--- config.mk ---
export PLATFORM = sky130hd
export DESIGN_NAME = rf_writeback_unit
export DESIGN_NICKNAME = d
export VERILOG_FILES = /design/src/rtl/rf_writeback_unit.sv
export SDC_FILE = /design/constraint.sdc
export NUM_CORES = 1
export LEC_CHECK = 0
export ABC_AREA = 1
export CAP_MARGIN = 25
export CORE_UTILIZATION = 42
export CTS_BUF_LIST = sky130_fd_sc_hd__clkbuf_8
export CTS_CLUSTER_DIAMETER = 40
export DETAILED_ROUTE_END_ITERATION = 8
export GPL_TIMING_DRIVEN = 0
export PLACE_DENSITY_LB_ADDON = 0.2
export SLEW_MARGIN = 0
export SYNTH_ARGS = -nofsm -noshare
export SYNTH_HDL_FRONTEND = slang
export SYNTH_SLANG_ARGS = --single-unit
--- constraint.sdc ---
create_clock -name Clk -period 2.7 [get_ports Clk]
set_input_delay 0.675 -clock Clk [delete_from_list [all_inputs] [get_ports Clk]]
set_output_delay 0.675 -clock Clk [all_outputs]
set_load 0.01 [all_outputs]
--- src/rtl/rf_writeback_unit.sv ---
// Register-file write port arbiter: port A (pipeline WB) always wins; port B is queued in a FIFO.
// Optional macro WB_FWD_EN enables forwarding of the registered, not yet captured RF write.
module rf_writeback_unit #(
    parameter int AW         = 5,
    parameter int DW         = 32,
    parameter int FD         = 4,
    parameter int STARVE_MAX = 8
) (
    input  logic          Clk,
    input  logic          Rst_n,
    input  logic          AValid,
    input  logic [AW-1:0] AAddr,
    input  logic [DW-1:0] AData,
    input  logic          BValid,
    output logic          BReady,
    input  logic [AW-1:0] BAddr,
    input  logic [DW-1:0] BData,
    output logic          RFWE,
    output logic [AW-1:0] RFWA,
    output logic [DW-1:0] RFWD,
    output logic          StallReq,
    input  logic [AW-1:0] FwdRA1,
    input  logic [AW-1:0] FwdRA2,
    output logic          FwdHit1,
    output logic          FwdHit2,
    output logic [DW-1:0] FwdData1,
    output logic [DW-1:0] FwdData2
);

    localparam int PW = (FD > 1) ? $clog2(FD) : 1;
    localparam int CW = $clog2(FD + 1);
    localparam int SW = $clog2(STARVE_MAX + 1);

    typedef struct packed {
        logic [AW-1:0] addr;
        logic [DW-1:0] data;
    } wb_req_t;

    wb_req_t       fifo_mem [FD];
    logic [PW-1:0] wr_ptr;
    logic [PW-1:0] rd_ptr;
    logic [CW-1:0] count;
    logic [SW-1:0] starve_cnt;

    logic    full;
    logic    empty;
    logic    push;
    logic    pop;
    logic    a_issue;
    logic    issue_vld;
    wb_req_t issue_req;
    logic    stall_next;

    assign full    = (count == CW'(FD));
    assign empty   = (count == '0);
    assign BReady  = !full;
    assign a_issue = AValid && (AAddr != '0);

    // r0 writes from B complete the handshake but are dropped here.
    assign push = BValid && !full && (BAddr != '0);
    // Pop decision uses the pre-push count, so a fresh entry waits one cycle.
    assign pop  = !a_issue && !empty;

    always_comb begin
        issue_vld = 1'b0;
        issue_req = '0;
        if (a_issue) begin
            issue_vld      = 1'b1;
            issue_req.addr = AAddr;
            issue_req.data = AData;
        end else if (pop) begin
            issue_vld = 1'b1;
            issue_req = fifo_mem[rd_ptr];
        end
    end

    always_ff @(posedge Clk) begin
        if (push)
            fifo_mem[wr_ptr] <= {BAddr, BData};
    end

    always_ff @(posedge Clk or negedge Rst_n) begin
        if (!Rst_n) begin
            wr_ptr <= '0;
            rd_ptr <= '0;
            count  <= '0;
        end else begin
            if (push)
                wr_ptr <= wr_ptr + PW'(1);
            if (pop)
                rd_ptr <= rd_ptr + PW'(1);
            unique case ({push, pop})
                2'b10:   count <= count + CW'(1);
                2'b01:   count <= count - CW'(1);
                default: count <= count;
            endcase
        end
    end

    // Stall is raised one cycle ahead of saturation so the pipeline bubble lines up with it.
    assign stall_next = !pop && (starve_cnt >= SW'(STARVE_MAX - 1));

    always_ff @(posedge Clk or negedge Rst_n) begin
        if (!Rst_n) begin
            starve_cnt <= '0;
            StallReq   <= 1'b0;
        end else begin
            StallReq <= stall_next;
            if (pop || empty)
                starve_cnt <= '0;
            else if (starve_cnt != SW'(STARVE_MAX))
                starve_cnt <= starve_cnt + SW'(1);
        end
    end

    always_ff @(posedge Clk or negedge Rst_n) begin
        if (!Rst_n) begin
            RFWE <= 1'b0;
            RFWA <= '0;
            RFWD <= '0;
        end else begin
            RFWE <= issue_vld;
            if (issue_vld) begin
                RFWA <= issue_req.addr;
                RFWD <= issue_req.data;
            end
        end
    end

`ifdef WB_FWD_EN
    assign FwdHit1  = RFWE && (RFWA == FwdRA1) && (RFWA != '0);
    assign FwdHit2  = RFWE && (RFWA == FwdRA2) && (RFWA != '0);
    assign FwdData1 = RFWD;
    assign FwdData2 = RFWD;
`else
    logic fwd_unused;
    assign fwd_unused = ^{FwdRA1, FwdRA2};
    assign FwdHit1  = 1'b0;
    assign FwdHit2  = 1'b0;
    assign FwdData1 = '0;
    assign FwdData2 = '0;
`endif

endmodule

# Yosys cells after proc, flatten, opt, wreduce, memory -nomap -nowiden
# Memory sizes are Yosys's and may differ from the RTL's.
# Index checks and enable logic that the tools add are counted.
# Widths: inputs -> output; s select.
word_totals:
  regBits: 50
  ram_bits: 148
  inputBits: 88
  out_inout_bits: 106
  word_cells: 43
  memories: 1
mem_list:
  columns: ["name", "words", "width", "rd", "rd_ports_with_merged_regs", "write_ports", "line", "source"]
  rows:
  - ["fifo_mem", 4, 37, 1, 0, 1, "39", "wb_req_t fifo_mem [FD];"]
classes:
  n_addsub: 5
  order_cmp: 1
  n_eq_ne: 4
  muxes: 9
  reduce_logical: 15
ops:
  columns: ["cell", "n"]
  rows:
  - ["$mux 37", 2]
  - ["$reduce_bool 5->1", 2]
  - ["$mux 4", 2]
  - ["$pmux 3 s2", 1]
  - ["$logic_and 1x1->1", 5]
  - ["$add 2x1->2 const B", 2]
  - ["$add 4x1->4 const B", 1]
  - ["$ge 4x3->1 const B", 1]
  - ["$logic_not 1->1", 4]
  - ["$mux 1", 4]
  - ["$ne 4x4->1 const B", 1]
  - ["$reduce_bool 2->1", 2]
  - ["$add 3x1->3 const B", 1]
  - ["$eq 3x3->1 const B", 1]
  - ["$logic_not 3->1", 1]
  - ["$sub 3x1->3 const B", 1]
  - ["$eq 2x1->1 const B", 1]
  - ["$eq 2x2->1 const B", 1]
  - ["$logic_or 1x1->1", 1]

# Logic depth before layout (Yosys ltp)
# Gate-level depths: netlist of the first run.
depth:
  depth_word: 6
  mapped_depth: 12
  depth_no_buf: 11

# Worst setup path before layout of the first run
# No wires, ideal clock.
synth_path:
  path_kind: "input to register"
  from: "input BAddr[3]"
  to: "memory fifo_mem[0][0] in the netlist's numbering (enable)"
  setup_time_ns: 0.431
  t_arrival_ns: 2.572
  required_time_ns: 2.269
  slack_ns: -0.304
  stages: 4
  n_path_buf: 0
  cell_sequence: "nor3_1 > nand2_1 > nand3_1 > nor2_1"
synth_between:
  elab_chain_len: 4
synth_rtl:
  columns: ["item", "line", "source"]
  rows:
  - ["from (decl)", "16", "input logic [AW-1:0] BAddr,"]
  - ["$reduce_bool 5->1", "60", "assign push = BValid && !full && (BAddr != '0);"]
  - ["$logic_and 1x1->1", "60", null]
  - ["$mux 1", "78", "if (push)"]
  - ["$mux 1 (not written as such)", "79", "fifo_mem[wr_ptr] <= {BAddr, BData};"]
  - ["to (decl)", "39", null]
# No other way between the ends.

# Final worst setup path of the first run
layout_path:
  from: "input AAddr[3]"
  to: "register count[2]"
layout_between:
  elab_chain_len: 6
  elab_cells_between_ends: 8
  cone_classes: "eq/ne: 2; mux: 1; reduce/logical: 5"
layout_rtl:
  columns: ["item", "line", "source"]
  rows:
  - ["from (decl)", "12", "input logic [AW-1:0] AAddr,"]
  - ["$reduce_bool 5->1 *", "57", "assign a_issue = AValid && (AAddr != '0);"]
  - ["$logic_and 1x1->1 *", "57", null]
  - ["$logic_not 1->1 *", "62", "assign pop = !a_issue && !empty;"]
  - ["$logic_and 1x1->1 *", "62", null]
  - ["net pop", "48", "logic pop;"]
  - ["$eq 2x1->1 or $eq 2x2->1 (tied branches)", "92", "unique case ({push, pop})"]
  - ["$pmux 3 s2 or $reduce_bool 2->1 (tied branches)", null, null]
  - ["to (signal assigned)", "93", "2'b10: count <= count + CW'(1);"]
  - ["to (signal assigned)", "94", "2'b01: count <= count - CW'(1);"]
  - ["to (signal assigned)", "95", "default: count <= count;"]
  - ["to (decl)", "42", "logic [CW-1:0] count;"]
# Mark *: on every way through the listed nets, which the timed path passes. The rest lies on a longest branch.
# A chain may end at the register's enable or synchronous reset.

==> results of run 1 <==
## worst max-delay path, delay by kind of cell
kind,cells,cell delay [ps]
adders and majority gates,2,530
AOI/OAI and AO/OA,2,230
xor gates and xnor gates,1,130
and+or+nand+nor,4,520
buffers and inverters,4,780
## final timing paths
path	startpoint	endpoint	slack, ps	cells after the start
worst max-delay path	AAddr[3]	count[2]	180	13
worst max register to register	count[1]	count[2]	580	9
max in group asynchronous	Rst_n	RFWD[11]	1900	2
worst min-delay path	Rst_n	RFWD[25]	190	1
worst min register to register	count[2]	count[2]	520	1
min in group Clk	count[2]	count[2]	520	1
## cell families (layout without fill, tap and decap cells)
logic type | after synthesis | in the layout | synth area share (%)
xor gates and xnor gates | 6 | 6 | 0.567
DFF | 198 | 198 | 61.5
buffers and inverters | 277 | 434 | 14.9
and+or+nand+nor | 446 | 446 | 21.6
AOI/OAI and AO/OA | 5 | 5 | 0.270
adders and majority gates | 8 | 8 | 1.16
other | 1 | 66 | 0.0405
## power by group
part           switching [uW]  internal, uW  total (uW)
logic                    2510          1610        4130
clock network            1010           715        1720
registers                 307          4060        4370
## synth_stat cells
cell type / count / share of area [%]
a21oi_1: 3 / 0.16
buf_1: 6 / 0.24
buf_2: 16 / 0.86
buf_4: 77 / 6.2
buf_6: 4 / 0.49
clkbuf_1: 10 / 0.41
conb_1: 1 / 0.040
dfrtp_1: 50 / 14
edfxtp_1: 148 / 48
fa_1: 1 / 0.22
ha_1: 7 / 0.95
inv_1: 103 / 4.2
inv_2: 61 / 2.5
nand2_1: 202 / 8.2
nand2_4: 1 / 0.12
nand3_1: 225 / 12
nand3_4: 1 / 0.19
nand3b_1: 1 / 0.081
nand4_1: 2 / 0.14
nor2_1: 9 / 0.36
nor2_2: 2 / 0.14
nor3_1: 1 / 0.054
nor3_2: 1 / 0.11
o21ai_0: 1 / 0.054
o21ai_1: 1 / 0.054
or2_1: 1 / 0.068
xnor2_1: 2 / 0.19
xor2_1: 4 / 0.38
## through the flow
stage          cell area [um2]  utilization [%]
3_3_place_gp             11000             51.6
3_5_place_dp             11100             52.2
5_1_grt                  11500             54.1
6_report                 11500             54.1
2_1_floorplan             9510                -
4_1_cts                  11500             53.9
## registers in the layout, indices dropped and copies added, names as in the netlist
register    cells
fifo_mem      148
RFWD           32
RFWA            5
starve_cnt      4
count           3
rd_ptr          2
wr_ptr          2
RFWE            1
StallReq        1
## per-layer routing
metal  up-vias  wire [um]  track usage (%)
li1       3309          -                -
met3        23       1620             3.61
met5         -          0                0
met1      3071       9830             27.3
met4         0        405             6.77
met2       274      10600             33.7
## area by class of cell
class | instances | area share, %
inverter | 164 | 5.33
clock buffer | 17 | 2.03
multi-input combinational | 531 | 21.5
tap | 275 | 2.98
timing repair buffer | 125 | 11.2
clock inverter | 15 | 1.03
sequential | 198 | 49.3
buffer | 113 | 6.64
## what timing repair did
| item | CTS | global route |
|---|---|---|
| pin swaps | 0 | 3 |
| gates resized for setup | 1 | 3 |
| hold endpoints to repair | 0 | 0 |
| setup buffers | 0 | 3 |
| endpoints found under the setup margin | 88 | 1 |
==> results.yml, run 1 <==
run_status:
  status: "finished, final reports clean"
logic_synthesis:
  synth_area_um2: 9260
  avgSynthCellArea_um2: 9.84
  netlist_instances: 941
  seq_area_frac_synth_pct: 61.5
  ys_types: 28
  yosysWarnings: 0
  ys_ff_latch: 198
die:
  die_h_um: 151
  rows: 53
  die_area_um2: 22700
  die_w_um: 151
  ios: 194
  start_util_pct: 43.4
  core_area_um2: 21400
detailed_routing:
  wl_um: 22400
  routedWlPerCell_um: 15.6
  drtAntennaViolNets: 0
  drcViolationCount: 0
  dr.pass1.iters: 5
  drt_iter0_drc: 489
  via_count: 6677
  routed_via_density: 4.64
global_route:
  antenna_found_initial: 0
  grt_pass1_wl_um: 34100
  grt_pass1_vias: 6262
  grt_overflow_total: 0
  grtUsageTotal_pct: 20.5
  grt_max_degree: 32
timing:
  hold_violations: 0
  worst_slack_ps: 175
  period_share_pct: 93.5
  setup_viol: 0
  tightest_slew_ps: 672
  rsz0062_at_grt: "no"
  whs_ps: 192
  relSlewSlack_pct: 55.1
  fin_crit_ps: 2520
  clock.fmax_mhz: 396
  slew_violations: 0
  timing.setup.tns_ps: 0
  fin_skew_ps: 14.2
clock_network:
  cts_buffers: 17
  holdBufCountCts: 0
  htree_num_levels: 4
  path_clk_slew_ps: 100
  clock_latency_ps: 460
  cts_sinks: 198
  cts_tree: "built"
  cts_buffer_depth: 2
  clockRootBuffer: "clkbuf_8"
power_and_ir_drop:
  total_power_uw: 10200
  cellPowerDensity_nw_per_um2: 885
  ir_drop_uv: 615
  leakagePower_uw: 0.00528
worst_setup_path:
  arrival_ps: 2870
  crit_chain: "clkdlybuf4s50_1 -> nor2_2 -> nand3_4 -> nand2_4 -> buf_8 -> nand2_1 -> inv_2 -> ha_1 -> inv_1 -> fa_1 -> a21oi_1 -> o21ai_1 -> xnor2_1"
  critPathCaptureType: "register"
  slowest_stage: "clkdlybuf4s50_1"
  critPathMaxFanout: 10
  slowest_delay_ps: 460
  start_kind: "primary input"
  critical_path_class: "primary input to register"
  worstPathRequired_ps: 3040
cells_and_area:
  drive_above_1_share_pct: 17.6
  regArea_um2: 5700
  nets: 1246
  final_cell_count_no_fill: 1438
  layout_commonest_cell: "nand3_1"
  area_growth_pct: 24.6
  multi_input_area_um2: 2480
  insertedDiodeCount: 0
  final_cell_mix: "nand3_1, nand2_1, edfxtp_1"
  fill_cells: 1909
placed_design:
  port_buffers: 117
  placed_cells_incl_taps: 1403
  dp_worst_setup_slack_ps: -606
  gp_congestion: 0.765
  dp_hpwl_um: 15300
run:
  maxCapViolations: 0
hold_path:
  hold_path_class: "primary input to async pin"
(Power assumes the default switching activity.)
==> inputs of run 2 (changes only) <==
--- a/config.mk
+++ b/config.mk
@@ -13,6 +13,7 @@
 export DETAILED_ROUTE_END_ITERATION = 8
 export GPL_TIMING_DRIVEN = 0
 export PLACE_DENSITY_LB_ADDON = 0.2
+export SKIP_CTS_REPAIR_TIMING = 1
 export SLEW_MARGIN = 0
 export SYNTH_ARGS = -nofsm -noshare
 export SYNTH_HDL_FRONTEND = slang
==> run 2 against run 1 <==
  * Sequential power hardly changed
  * Global-route usage hardly changed
  * Die area stayed put
  * Hold slack better by 0.89 ps
  * First-iteration DRC count is 3.5% lower
  * Largest cell class unchanged
==> results.yml, run 2 (synthesized netlist as in run 1, its figures left out) <==
run_status:
  status: "finished, final reports clean"
placed_design:
  gp_congestion: 0.765
  place_area_um2: 11100
  port_buffers: 117
  dp_hpwl_um: 15300
cells_and_area:
  regMostFlops: "fifo_mem"
  nets: 1246
  insertedDiodeCount: 0
  drive_above_1_share_pct: 17.6
  reg_top3: "fifo_mem: 148 flops, RFWD: 32 flops, RFWA: 5 flops"
  layout_commonest_cell: "nand3_1"
  area_growth_pct: 24.6
  fin_area_um2: 11500
  final_cell_mix: "nand3_1, nand2_1, edfxtp_1"
  largest_reg_flops: 148
  fill_cells: 1909
worst_setup_path:
  ff2ff_path_depth: 9
  endpoint: "count[2]"
  critPathMaxFanout: 10
  worstPathRequired_ps: 3050
  path_delay_family: "buffers and inverters"
  slowest_delay_ps: 470
  ff2ff_setup_slack_ps: 580
  cp.depth: 13
  worstSetupStartpoint: "AAddr[3]"
  regToRegEndpoint: "count[2]"
  start_kind: "primary input"
  critPathCaptureType: "register"
  arrival_ps: 2880
  crit_chain: "clkdlybuf4s50_1 -> nor2_2 -> nand3_4 -> nand2_4 -> buf_8 -> nand2_1 -> inv_2 -> ha_1 -> inv_1 -> fa_1 -> a21oi_1 -> o21ai_1 -> xnor2_1"
  crit_buf_inv: 4
  slowest_stage: "clkdlybuf4s50_1"
  r2r_start: "count[1]"
  critical_path_class: "primary input to register"
timing:
  period_share_pct: 93.7
  setup_viol: 0
  slew_violations: 0
  rsz0062_at_grt: "no"
  hold_violations: 0
  fin_crit_ps: 2530
  clock.fmax_mhz: 395
  tightest_slew_ps: 675
  relSlewSlack_pct: 55.0
  fin_skew_ps: 14.5
detailed_routing:
  drt_iter0_drc: 472
  routed_via_density: 4.62
  drcViolationCount: 0
  via_count: 6646
  dr.pass1.iters: 5
  wl_um: 22400
  drtAntennaViolNets: 0
  routedWlPerCell_um: 15.6
global_route:
  grtUsageTotal_pct: 20.4
  grt_overflow_total: 0
  grt_pass1_vias: 6252
  grt_pass1_wl_um: 34100
  antenna_found_initial: 0
  grt_max_degree: 32
power_and_ir_drop:
  internal-power_uw: 6390
  sw_frac_of_total_pct: 37.5
  pwr-share-seq_pct: 42.7
  switching_power_uw: 3830
  total_power_uw: 10200
  clkPwrFrac_pct: 16.9
  cellPowerDensity_nw_per_um2: 885
  ir_drop_uv: 616
  comb_power_share_pct: 40.4
  leakagePower_uw: 0.00528
clock_network:
  htree_num_levels: 4
  path_clk_slew_ps: 100
  clock_latency_ps: 460
  cts_sinks: 198
  cts_buffers: 17
  cts_tree: "built"
  cts_buffer_depth: 2
  clockRootBuffer: "clkbuf_8"
die:
  core_area_um2: 21400
  rows: 53
  start_util_pct: 43.4
  die_h_um: 151
  ios: 194
  die_area_um2: 22700
  die_w_um: 151
hold_path:
  hold_path_class: "primary input to async pin"
run:
  maxCapViolations: 0
-- run 2: per-layer routing --
layer	vias up	share of wire (%)	global-route usage (%)
met3	23	6.7	3.52
met2	251	47	33.7
met1	3065	44	27.3
li1	3307	-	-
met5	-	0	0
met4	0	1.8	6.77
-- run 2: stage by stage --
stage / setup slack (ps) / hold slack (ps) / TNS, ps / util (%) / std cells
2_1_floorplan: -304 / 379 / -44950 / - / 1006
3_3_place_gp: -2600 / 508 / -412870 / 51.6 / 1398
3_5_place_dp: -606 / 512 / -67140 / 52.2 / 1403
4_1_cts: -119 / 195 / -3320 / 53.9 / 1435
5_1_grt: 5.05 / 200 / 0 / 54.1 / 1438
6_report: 170 / 192 / 0 / 54.1 / 1438
-- run 2: final cells by class --
cell class | instances | area (um2) | share of cell area, %
multi-input cells | 531 | 2480 | 21.5
plain buffers | 113 | 767 | 6.64
well taps | 275 | 344 | 2.98
flip-flops and latches | 198 | 5700 | 49.3
repair buffers | 125 | 1290 | 11.2
inverters | 164 | 616 | 5.33
clock inverters | 15 | 119 | 1.03
clock buffers | 17 | 234 | 2.03
-- run 2: how the worst min path moves through the flow --
stage | end | slack (ps) | cells past startpoint | from
3_3_place_gp | RFWD[23] | 510 | 2 | RFWD[23]
3_5_place_dp | RFWD[23] | 510 | 2 | RFWD[23]
4_1_cts | RFWD[25] | 200 | 1 | Rst_n
2_1_floorplan | RFWA[0] | 380 | 0 | Rst_n
6_report | RFWD[25] | 190 | 1 | Rst_n
5_1_grt | RFWD[28] | 200 | 1 | Rst_n
-- run 2: power groups by stage --
stage / registers (uW) / logic, uW / clock network, uW
final: 4370 / 4130 / 1730
after global routing: 4450 / 4550 / 1870
after CTS: 4370 / 4140 / 1750
after detailed placement: 4440 / 4120 / 0
after global placement: 4480 / 3930 / 0
after floorplan: 4530 / 2290 / 0
==> inputs of run 3 (changes only) <==
--- a/config.mk
+++ b/config.mk
@@ -12,7 +12,7 @@
 export CTS_CLUSTER_DIAMETER = 40
 export DETAILED_ROUTE_END_ITERATION = 8
 export GPL_TIMING_DRIVEN = 0
-export PLACE_DENSITY_LB_ADDON = 0.2
+export PLACE_DENSITY = 0.72
 export SKIP_CTS_REPAIR_TIMING = 1
 export SLEW_MARGIN = 0
 export SYNTH_ARGS = -nofsm -noshare
==> run 3 against run 2 <==
  * Via count up 2.1%
  * Clock power rose by 8%
  * Clock-buffer cell count up 2
  * Sequential cell count unchanged
  * Clock skew is 1.5 ps lower
  * Non-clock buffer count down 2
  * Wire length is 0.54% higher
  * Register-to-register slack worse by 70 ps
  * Critical path type unchanged
  * Fmax decreased by 2.2%
==> results.yml, run 3 (synthesized netlist as in run 1, its figures left out) <==
worst_setup_path:
  critPathMaxFanout: 7
  critPathCaptureType: "register"
  arrival_ps: 2950
  crit_buf_inv: 2
  critical_path_class: "primary input to register"
  worstPathRequired_ps: 3060
  path_delay_family: "simple AND/OR/NAND/NOR gates"
  start_kind: "primary input"
  slowest_stage: "clkdlybuf4s50_1"
  crit_chain: "clkdlybuf4s50_1 -> nor3_1 -> nand2_1 -> nand3_2 -> ha_1 -> inv_1 -> fa_1 -> a21oi_1 -> o21ai_1 -> xnor2_1"
  slowest_delay_ps: 530
global_route:
  grt_pass1_vias: 6432
  grt_overflow_total: 0
  grt_pass1_wl_um: 34500
  antenna_found_initial: 1
  grtUsageTotal_pct: 20.9
  grt_max_degree: 33
timing:
  fin_skew_ps: 13.0
  fin_crit_ps: 2590
  setup_viol: 0
  period_share_pct: 95.9
  clock.fmax_mhz: 386
  tightest_slew_ps: 732
  rsz0062_at_grt: "no"
  worst_slack_ps: 112
  slew_violations: 0
  hold_violations: 0
  relSlewSlack_pct: 51.2
detailed_routing:
  routed_via_density: 4.72
  wl_um: 22500
  drt_iter0_drc: 466
  drtAntennaViolNets: 0
  routedWlPerCell_um: 15.7
  via_count: 6784
  drcViolationCount: 0
  dr.pass1.iters: 5
clock_network:
  clockRootBuffer: "clkbuf_8"
  cts_buffers: 17
  cts_buffer_depth: 2
  htree_num_levels: 4
  clock_latency_ps: 480
  path_clk_slew_ps: 100
  cts_sinks: 198
  cts_tree: "built"
placed_design:
  placed_cells_incl_taps: 1403
  gp_congestion: 0.752
  port_buffers: 117
  dp_worst_setup_slack_ps: -493
  dp_hpwl_um: 15400
die:
  rows: 53
  start_util_pct: 43.4
  die_h_um: 151
  die_area_um2: 22700
  core_area_um2: 21400
  die_w_um: 151
  ios: 194
power_and_ir_drop:
  total_power_uw: 10300
  cellPowerDensity_nw_per_um2: 895
  ir_drop_uv: 653
  leakagePower_uw: 0.00529
cells_and_area:
  nets: 1244
  final_cell_count_no_fill: 1437
  drive_above_1_share_pct: 17.7
  largest_reg_flops: 148
  reg_top3: "fifo_mem: 148 flops, RFWD: 32 flops, RFWA: 5 flops"
  regMostFlops: "fifo_mem"
  layout_commonest_cell: "nand3_1"
  area_growth_pct: 24.6
  final_cell_mix: "nand3_1, nand2_1, edfxtp_1"
hold_path:
  hold_path_class: "primary input to async pin"
run:
  maxCapViolations: 0
run_status:
  status: "finished, final reports clean"
## run 3: changes by cell type in the layout (fill, tap and decap cells not counted), moves of 2 or more
| cell | delta |
|---|---|
| clkinv_1 | -2 |
| clkinv_4 | -2 |
| buf_4 | -2 |
| inv_6 | +5 |
| clkbuf_8 | +2 |
| clkinvlp_4 | -3 |
## run 3: worst paths after layout
check                      cells after the start  slack, ps        to     start
min                                            1        150  RFWD[19]     Rst_n
min reg2reg                                    2        530  RFWD[27]  RFWD[27]
max                                           10        110  count[2]  BAddr[4]
max reg2reg                                    9        510  count[2]  count[1]
max in group asynchronous                      2       1980  RFWD[11]     Rst_n
min in group Clk                               2        530  RFWD[27]  RFWD[27]
## run 3: power breakdown
group | switching [uW] | internal [uW]
registers | 323 | 4060
logic | 2490 | 1610
clock network | 1060 | 795
total | 3880 | 6460
## run 3: cell type report
cell class                 instances  area (um2)
timing repair buffer             123        1270
inverter                         164         616
clock inverter                    13         123
antenna                            1        2.50
multi-input combinational        531        2470
sequential                       198        5700
clock buffer                      19         262
tap                              275         344
buffer                           113         763
fill                            1862        9810
## run 3: per-stage QoR
stage,util (%),setup TNS [ps],cell area [um2],hold WS [ps]
2_1_floorplan,-,-44950,9510,379
3_3_place_gp,51.6,-392450,11000,506
3_5_place_dp,52.2,-49310,11100,516
4_1_cts,54.0,-20.0,11500,161
5_1_grt,54.1,0,11500,167
6_report,54.1,0,11500,146
## run 3: per-layer routing
layer / vias to the layer above / share of wire, % / global-route usage, % / wire, um
li1: 3314 / - / - / -
met5: - / 0 / 0 / 0
met1: 3105 / 41 / 26.6 / 9180
met3: 41 / 8.4 / 4.27 / 1890
met4: 0 / 2.3 / 8.64 / 521
met2: 324 / 49 / 34.6 / 10900
